==> config.mk <==
export PLATFORM = sky130hd
export DESIGN_NAME = add_base_pipe_flat
export DESIGN_NICKNAME = d
export VERILOG_FILES = /design/src/rtl/add_base_pipe_if.sv /design/src/rtl/add_base_pipe.sv /design/src/flat_wrapper.sv
export SDC_FILE = /design/constraint.sdc
export NUM_CORES = 1
export LEC_CHECK = 0
export BUFFER_PORTS_ARGS = -buffer_cell sky130_fd_sc_hd__buf_4
export CORE_MARGIN = 3
export CORE_UTILIZATION = 40
export CTS_BUF_LIST = sky130_fd_sc_hd__clkbuf_4
export DETAILED_ROUTE_END_ITERATION = 12
export GPL_TIMING_DRIVEN = 0
export PLACE_DENSITY = 0.59
export SLEW_MARGIN = 25
export SYNTH_ARGS = -nofsm -noshare
export SYNTH_HDL_FRONTEND = slang
export SYNTH_SLANG_ARGS = --single-unit
==> constraint.sdc <==
create_clock -name clk -period 5.9 [get_ports clk]
set_input_delay 0.885 -clock clk [delete_from_list [all_inputs] [get_ports clk]]
set_output_delay 0.885 -clock clk [all_outputs]
set_load 0.03 [all_outputs]
==> src/rtl/add_base_pipe_if.sv <==
// Operand/result bundle for the pipelined multi-operand adder.
// Valid semantics: in_valid qualifies in for exactly the cycle it is high.
// There is no ready; the adder accepts every valid set. out_valid qualifies
// out/out_ovf for one cycle, and out/out_ovf hold their value between pulses.
interface add_base_pipe_if #(
  parameter int NUMBER_INPUT = 3,
  parameter int BIT_INPUT    = 28,
  parameter int BIT_OUTPUT   = 29,
  parameter int CNT_W        = 16
);
  logic                              in_valid;
  logic [NUMBER_INPUT*BIT_INPUT-1:0] in;
  logic                              out_valid;
  logic [BIT_OUTPUT-1:0]             out;
  logic                              out_ovf;
  logic [CNT_W-1:0]                  out_cnt;

  modport master (
    output in_valid, in,
    input  out_valid, out, out_ovf, out_cnt
  );

  modport slave (
    input  in_valid, in,
    output out_valid, out, out_ovf, out_cnt
  );
endinterface

==> src/rtl/add_base_pipe.sv <==
// Three-stage pipelined adder for NUMBER_INPUT unsigned operands.
// S1 registers the operands. S2 compresses them carry-save and adds the low
// half. S3 finishes the high half and flags overflow. The carry chain is split
// at LO_W so that no stage carries a full-width add.
module add_base_pipe #(
  parameter int NUMBER_INPUT = 3,
  parameter int BIT_INPUT    = 28,
  parameter int BIT_OUTPUT   = 29,
  parameter int CNT_W        = 16
) (
  input logic            clk,
  input logic            rst_n,
  add_base_pipe_if.slave bus
);
  localparam int WF    = BIT_INPUT + $clog2(NUMBER_INPUT);
  localparam int LO_W  = WF / 2;
  localparam int HI_W  = WF - LO_W;
  localparam int EXT_W = (WF > BIT_OUTPUT) ? WF : BIT_OUTPUT;
  localparam int OPS_W = NUMBER_INPUT * BIT_INPUT;

  // Stage S1 state
  logic             r_v1;
  logic [OPS_W-1:0] r_ops;
  // Stage S2 state
  logic             r_v2;
  logic [LO_W-1:0]  r_lo;
  logic             r_clo;
  logic [HI_W-1:0]  r_s_hi;
  logic [HI_W-1:0]  r_c_hi;
  // Stage S3 / output state
  logic                  r_out_valid;
  logic [BIT_OUTPUT-1:0] r_out;
  logic                  r_ovf;
  logic [CNT_W-1:0]      r_cnt;

  logic [WF-1:0]    w_s;
  logic [WF-1:0]    w_c;
  logic [WF-1:0]    w_x;
  logic [WF-1:0]    w_maj;
  logic [LO_W:0]    w_lo_sum;
  logic [HI_W-1:0]  w_high;
  logic [WF-1:0]    w_full;
  logic [EXT_W-1:0] w_full_ext;
  logic             w_ovf;

  // S1: capture operands only when qualified so idle X never enters the pipe
  always_ff @(posedge clk or negedge rst_n) begin
    if (!rst_n) begin
      r_v1  <= 1'b0;
      r_ops <= '0;
    end else begin
      r_v1 <= bus.in_valid;
      if (bus.in_valid) r_ops <= bus.in;
    end
  end

  // Carry-save compression of all operands to one sum and one carry vector
  always_comb begin
    w_x   = '0;
    w_maj = '0;
    w_s   = WF'(r_ops[0 +: BIT_INPUT]);
    w_c   = WF'(r_ops[BIT_INPUT +: BIT_INPUT]);
    for (int j = 2; j < NUMBER_INPUT; j++) begin
      w_x   = WF'(r_ops[j*BIT_INPUT +: BIT_INPUT]);
      w_maj = (w_s & w_c) | (w_s & w_x) | (w_c & w_x);
      w_s   = w_s ^ w_c ^ w_x;
      w_c   = w_maj << 1;
    end
  end

  // Low-half add; its carry-out is handed to S3
  assign w_lo_sum = {1'b0, w_s[LO_W-1:0]} + {1'b0, w_c[LO_W-1:0]};

  // S2: register the low result, its carry and both high halves
  always_ff @(posedge clk or negedge rst_n) begin
    if (!rst_n) begin
      r_v2   <= 1'b0;
      r_lo   <= '0;
      r_clo  <= 1'b0;
      r_s_hi <= '0;
      r_c_hi <= '0;
    end else begin
      r_v2 <= r_v1;
      if (r_v1) begin
        r_lo   <= w_lo_sum[LO_W-1:0];
        r_clo  <= w_lo_sum[LO_W];
        r_s_hi <= w_s[WF-1:LO_W];
        r_c_hi <= w_c[WF-1:LO_W];
      end
    end
  end

  // High-half add; the full sum fits WF bits, so truncation here is exact
  assign w_high     = r_s_hi + r_c_hi + HI_W'(r_clo);
  assign w_full     = {w_high, r_lo};
  assign w_full_ext = EXT_W'(w_full);

  generate
    if (WF > BIT_OUTPUT) begin : g_ovf
      assign w_ovf = |w_full[WF-1:BIT_OUTPUT];
    end else begin : g_no_ovf
      assign w_ovf = 1'b0;
    end
  endgenerate

  // S3: issue the result, and hold out/out_ovf on bubbles
  always_ff @(posedge clk or negedge rst_n) begin
    if (!rst_n) begin
      r_out_valid <= 1'b0;
      r_out       <= '0;
      r_ovf       <= 1'b0;
      r_cnt       <= '0;
    end else begin
      r_out_valid <= r_v2;
      if (r_v2) begin
        r_out <= w_full_ext[BIT_OUTPUT-1:0];
        r_ovf <= w_ovf;
        r_cnt <= r_cnt + 1'b1;
      end
    end
  end

  assign bus.out_valid = r_out_valid;
  assign bus.out       = r_out;
  assign bus.out_ovf   = r_ovf;
  assign bus.out_cnt   = r_cnt;
endmodule
==> src/flat_wrapper.sv <==
// flat-port wrapper written by rule: the top's interface ports become plain ports
module add_base_pipe_flat 
#(
  parameter int NUMBER_INPUT = 3,
  parameter int BIT_INPUT    = 28,
  parameter int BIT_OUTPUT   = 29,
  parameter int CNT_W        = 16
)
  (clk, rst_n, bus_in_valid, bus_in, bus_out_valid, bus_out, bus_out_ovf, bus_out_cnt);
  add_base_pipe_if #(.NUMBER_INPUT(NUMBER_INPUT), .BIT_INPUT(BIT_INPUT), .BIT_OUTPUT(BIT_OUTPUT), .CNT_W(CNT_W)) bus_i ();
  input logic clk;
  input logic rst_n;
  input wire logic [$bits(bus_i.in_valid)-1:0] bus_in_valid;
  input wire logic [$bits(bus_i.in)-1:0] bus_in;
  output wire logic [$bits(bus_i.out_valid)-1:0] bus_out_valid;
  output wire logic [$bits(bus_i.out)-1:0] bus_out;
  output wire logic [$bits(bus_i.out_ovf)-1:0] bus_out_ovf;
  output wire logic [$bits(bus_i.out_cnt)-1:0] bus_out_cnt;
  assign bus_i.in_valid = bus_in_valid;
  assign bus_i.in = bus_in;
  assign bus_out_valid = bus_i.out_valid;
  assign bus_out = bus_i.out;
  assign bus_out_ovf = bus_i.out_ovf;
  assign bus_out_cnt = bus_i.out_cnt;
  add_base_pipe #(.NUMBER_INPUT(NUMBER_INPUT), .BIT_INPUT(BIT_INPUT), .BIT_OUTPUT(BIT_OUTPUT), .CNT_W(CNT_W)) u_core (.clk(clk), .rst_n(rst_n), .bus(bus_i));
endmodule
# ---- Word-level counts from Yosys, hierarchy flattened
# Index checks and enable logic that the tools add are counted.
dict set report totals {
  reg_bits 179
  in_bits 87
}
dict set report classes {
  n_addsub 4
  bitwise_logic 7
}
# operator count
set ops {}
lappend ops {{$and 28x28->28} 3}
lappend ops {{$or 29x29->29} 2}
lappend ops {{$xor 30x28->30} 1}
lappend ops {{$xor 28x28->28} 1}
lappend ops {{$add 15x15->16} 1}
lappend ops {{$add 16x1->16 const B} 1}
lappend ops {{$add 15x1->15} 1}
lappend ops {{$add 15x15->15} 1}

# ---- Logic depth before layout (Yosys ltp)
dict set report depth {
  depth_word 4
  ltp_mapped 11
  depth_no_buf 11
}

# ---- Worst setup path after synthesis
# No wires, ideal clock.
dict set report synth_timing {
  path_type {register -> register}
  startpoint {register u_core.r_ops[1]}
  endpoint {register u_core.r_lo[13]}
  setup_time_ps 69
  arrival_time_ps 2342
  required_time_ps 5831
  setup_slack_ps 3489
  stages_incl_launch_ff 10
  n_path_buf 0
  synth_period_minus_slack_ps 2411
  path_cell_list {dfrtp_1 > fa_1 > ha_1 > inv_1 > fa_1 > nor2b_1 > o31a_1 > o22ai_1 > or3_1 > nand3_1}
}
dict set report synth_between {
  elab_chain_len 4
}
# item line_no
set synth_lines {}
lappend synth_lines {{from (decl)} add_base_pipe.sv:23} ;# logic [OPS_W-1:0] r_ops;
lappend synth_lines {{from (signal assigned)} add_base_pipe.sv:53} ;# if (bus.in_valid) r_ops <= bus.in;
lappend synth_lines {{$and 28x28->28} add_base_pipe.sv:65} ;# w_maj = (w_s & w_c) | (w_s & w_x) | (w_c & w_x);
lappend synth_lines {{$or 29x29->29 (2 in series)} add_base_pipe.sv:65}
lappend synth_lines {{$add 15x15->16 (*)} add_base_pipe.sv:72} ;# assign w_lo_sum = {1'b0, w_s[LO_W-1:0]} + {1'b0, w_c[LO_W-1:0]};
lappend synth_lines {{to (signal assigned)} add_base_pipe.sv:85} ;# r_lo <= w_lo_sum[LO_W-1:0];
lappend synth_lines {{to (decl)} add_base_pipe.sv:26} ;# logic [LO_W-1:0] r_lo;
# Mark *: on every way between the ends. The rest lies on a longest branch, timed or not.
# A chain may end at the register's enable or synchronous reset.

# ---- Worst setup path in the final report
# Ends and elaborated chain as after synthesis.

==> flow_summary.yaml <==
die:
  die_w_um: 152
  fp.dieH_um: 152
  initial_core_util_pct: 41.6
  dieArea_sq_um: 23200
  row_count: 52
  core_sq_um: 20600
  ios: 134
logic_synthesis:
  syn_area_sq_um: 8580
  synthTopCellsByArea: "dfrtp_1, mux2_2, fa_1"
  syn_avg_cell_area_sq_um: 13.0
  yosysWarnings: 0
  yosysTopAreaCellShare_pct: 51.3
  yosysTopAreaCell: "dfrtp_1"
  yosys.cell_types.count: 58
  ys.flop_type: "dfrtp_1"
  ys_seq_area_share_pct: 51.3
  synth_edf_count: 0
  async_flop_share_pct: 100
  synthCells: 661
  syn-num-nets: 806
  ys_ff_latch: 176
grt:
  grt_pass1_vias: 6036
  grt_overflow_total: 0
  grt_first_pass_wirelength_um: 32200
  grtUsageTotal_pct: 17.3
  antenna_found_initial: 1
  grt_max_degree: 76
clock_network:
  cts_tree: "yes"
  cts_setup_buffers: 0
  cts_root_buffer: "clkbuf_4"
  cts_resized: 0
  cts_sinks: 176
  hold_buffers: 0
  clkTransAtPathRegs_ns: 0.15
  cts_buffers: 17
  clockBufferDepth: 2
  cts_max_level: 4
  clock_latency_ns: 0.59
critical_path:
  arrival_ns: 3.23
  cp_top_family: "adder cells"
  path_cells: "fa_1 > ha_1 > inv_1 > fa_1 > nor2b_1 > o31a_1 > o22ai_1 > or3_1 > nand3_1"
  crit_buf_inv: 1
  crit_top_cell: "fa_1"
  required_ns: 6.42
  crit_slowest_cell: "fa_1"
  crit_path_start_kind: "flip-flop"
  worstSetupEndpointType: "flip-flop"
  crit_type: "flip-flop to flip-flop"
  slowest_delay_ns: 0.55
  crit_fanout: 3
power:
  vdd.ir_drop.worst_mv: 0.112
  powerDensity_nw_per_um2: 403
  total_power_uw: 4140
  p_leak_uw: 0.00459
flow_run:
  maxCapViolCount: 0
place:
  dp_cells: 1066
  hpwl_um: 15100
  gp_congestion: 0.823
  port_buffers: 133
  dp_slack_ns: 3.21
routing:
  drt-total-wl_um: 19800
  viasPerCell: 5.23
  drcViolationCount: 0
  drtIter0Drc: 407
  wire_per_inst_um: 18.1
  ant_nets: 0
  dr_total_vias: 5747
  drt-pass1-iter-count: 5
run_status:
  status: "finished clean"
sta:
  tightest_slew_ns: 0.771
  setup_ws_ns: 3.19
  setup-violations-final: 0
  relSlewSlack_pct: 48.6
  finalClockSkew_ns: 0.0238
  finalCritPeriodShare_pct: 45.9
  min_period_ns: 2.71
  rsz0062_at_grt: "no"
  fmax_mhz: 369
  final.setup.tns_ns: 0
  finalMaxSlewViolations: 0
  finalHoldViolCount: 0
layout:
  drive_above_1_share_pct: 38.0
  final_util_pct: 49.8
  syn_to_final_growth_pct: 19.8
  layout_commonest_cell: "dfrtp_1"
  final_nets: 960
  finalNonFillerCells: 1099
  final_cell_mix: "dfrtp_1, buf_4, mux2_2, nand2_1, fa_1"
hold_path:
  hold_path.class: "input port to async pin"
area by class of cell:
cell class,instances,area [sq um]
Tap cell,270,338
Antenna cell,1,2.50
Clock inverter,15,169
Fill cell,1854,10300
Buffer,25,130
Multi-Input combinational cell,435,3950
Inverter,25,93.8
Timing Repair Buffer,135,1060
Clock buffer,17,128
Sequential cell,176,4400
cells in the mapped netlist, types with 3 or more instances:
library cell  number
a211oi_1           6
a21o_1             8
a21oi_1           18
a31oi_1            8
and3_1             3
buf_1              5
buf_2              8
buf_6              3
clkbuf_1           8
dfrtp_1          176
fa_1              31
ha_1              27
inv_1             25
mux2_2           126
nand2_1           31
nand2b_1           5
nand3_1           15
nand4_1            9
nor2_1            22
nor2b_1            3
nor3_1             6
o21a_1            10
o21ai_0           27
o21ai_1            3
o2bb2ai_1          3
o31a_1             3
o31ai_1            4
or2_2              3
or3_1              4
or4_1              4
xnor2_1           16
xor2_1             7
cell families after synthesis:
| logic type | count (synthesis) | synth area share [%] |
|---|---|---|
| AO/OA/AOI/OAI | 110 | 8.80 |
| adder cells (fa/ha/maj) | 58 | 11.2 |
| AND/OR/NAND/NOR | 116 | 6.94 |
| multiplexers | 128 | 16.8 |
| XOR/XNOR | 23 | 2.35 |
| flip-flops | 176 | 51.3 |
| buffers and inverters | 50 | 2.61 |
per-layer routing:
metal	vias up	GRT usage (%)	wire, um
met3	24	3.64	920
met2	172	27.0	9180
met5	-	0	0
met1	2867	24.8	9430
met4	0	4.50	313
li1	2684	-	-
path summary, 6_finish.rpt:
kind / startpoint / end / slack, ns / depth (start not counted)
max in group asynchronous: rst_n / u_core.r_ops[54]$_DFFE_PN0P_ / 4.77 / 3
min: rst_n / u_core.bus.out_cnt[2]$_DFFE_PN0P_ / 0.15 / 1
min reg2reg: u_core.r_v2$_DFF_PN0_ / u_core.bus.out_valid$_DFF_PN0_ / 0.38 / 0
max reg2reg: u_core.r_ops[1]$_DFFE_PN0P_ / u_core.r_lo[13]$_DFFE_PN0P_ / 3.19 / 9
min in group clk: u_core.r_v2$_DFF_PN0_ / u_core.bus.out_valid$_DFF_PN0_ / 0.38 / 0
max: u_core.r_ops[1]$_DFFE_PN0P_ / u_core.r_lo[13]$_DFFE_PN0P_ / 3.19 / 9
where the power goes:
part	total [uW]	switching [uW]	leakage, uW	internal [uW]
Combinational	1730	954	0.00233	773
Clock	725	459	0.000165	266
Sequential	1690	203	0.00209	1490
Total	4140	1620	0.00459	2530
stage by stage:
step | hold slack (ns) | area, sq um
after global routing | 0.131 | 10300
after CTS | 0.118 | 10300
after global placement | 0.365 | 9910
final | 0.150 | 10300
after floorplan | 0.349 | 8580
after detailed placement | 0.373 | 9980
sequential cells by signal, summed over array words and instances (netlist names):
signal,cells
u_core.r_ops,84
u_core.bus.out_cnt,16
u_core.r_c_hi,14
u_core.r_s_hi,13
u_core.r_v2,1
u_core.r_clo,1
u_core.bus.out,29
u_core.r_lo,15
u_core.r_v1,1
u_core.bus.out_ovf,1
u_core.bus.out_valid,1
Power figures use the tool's default switching activity.
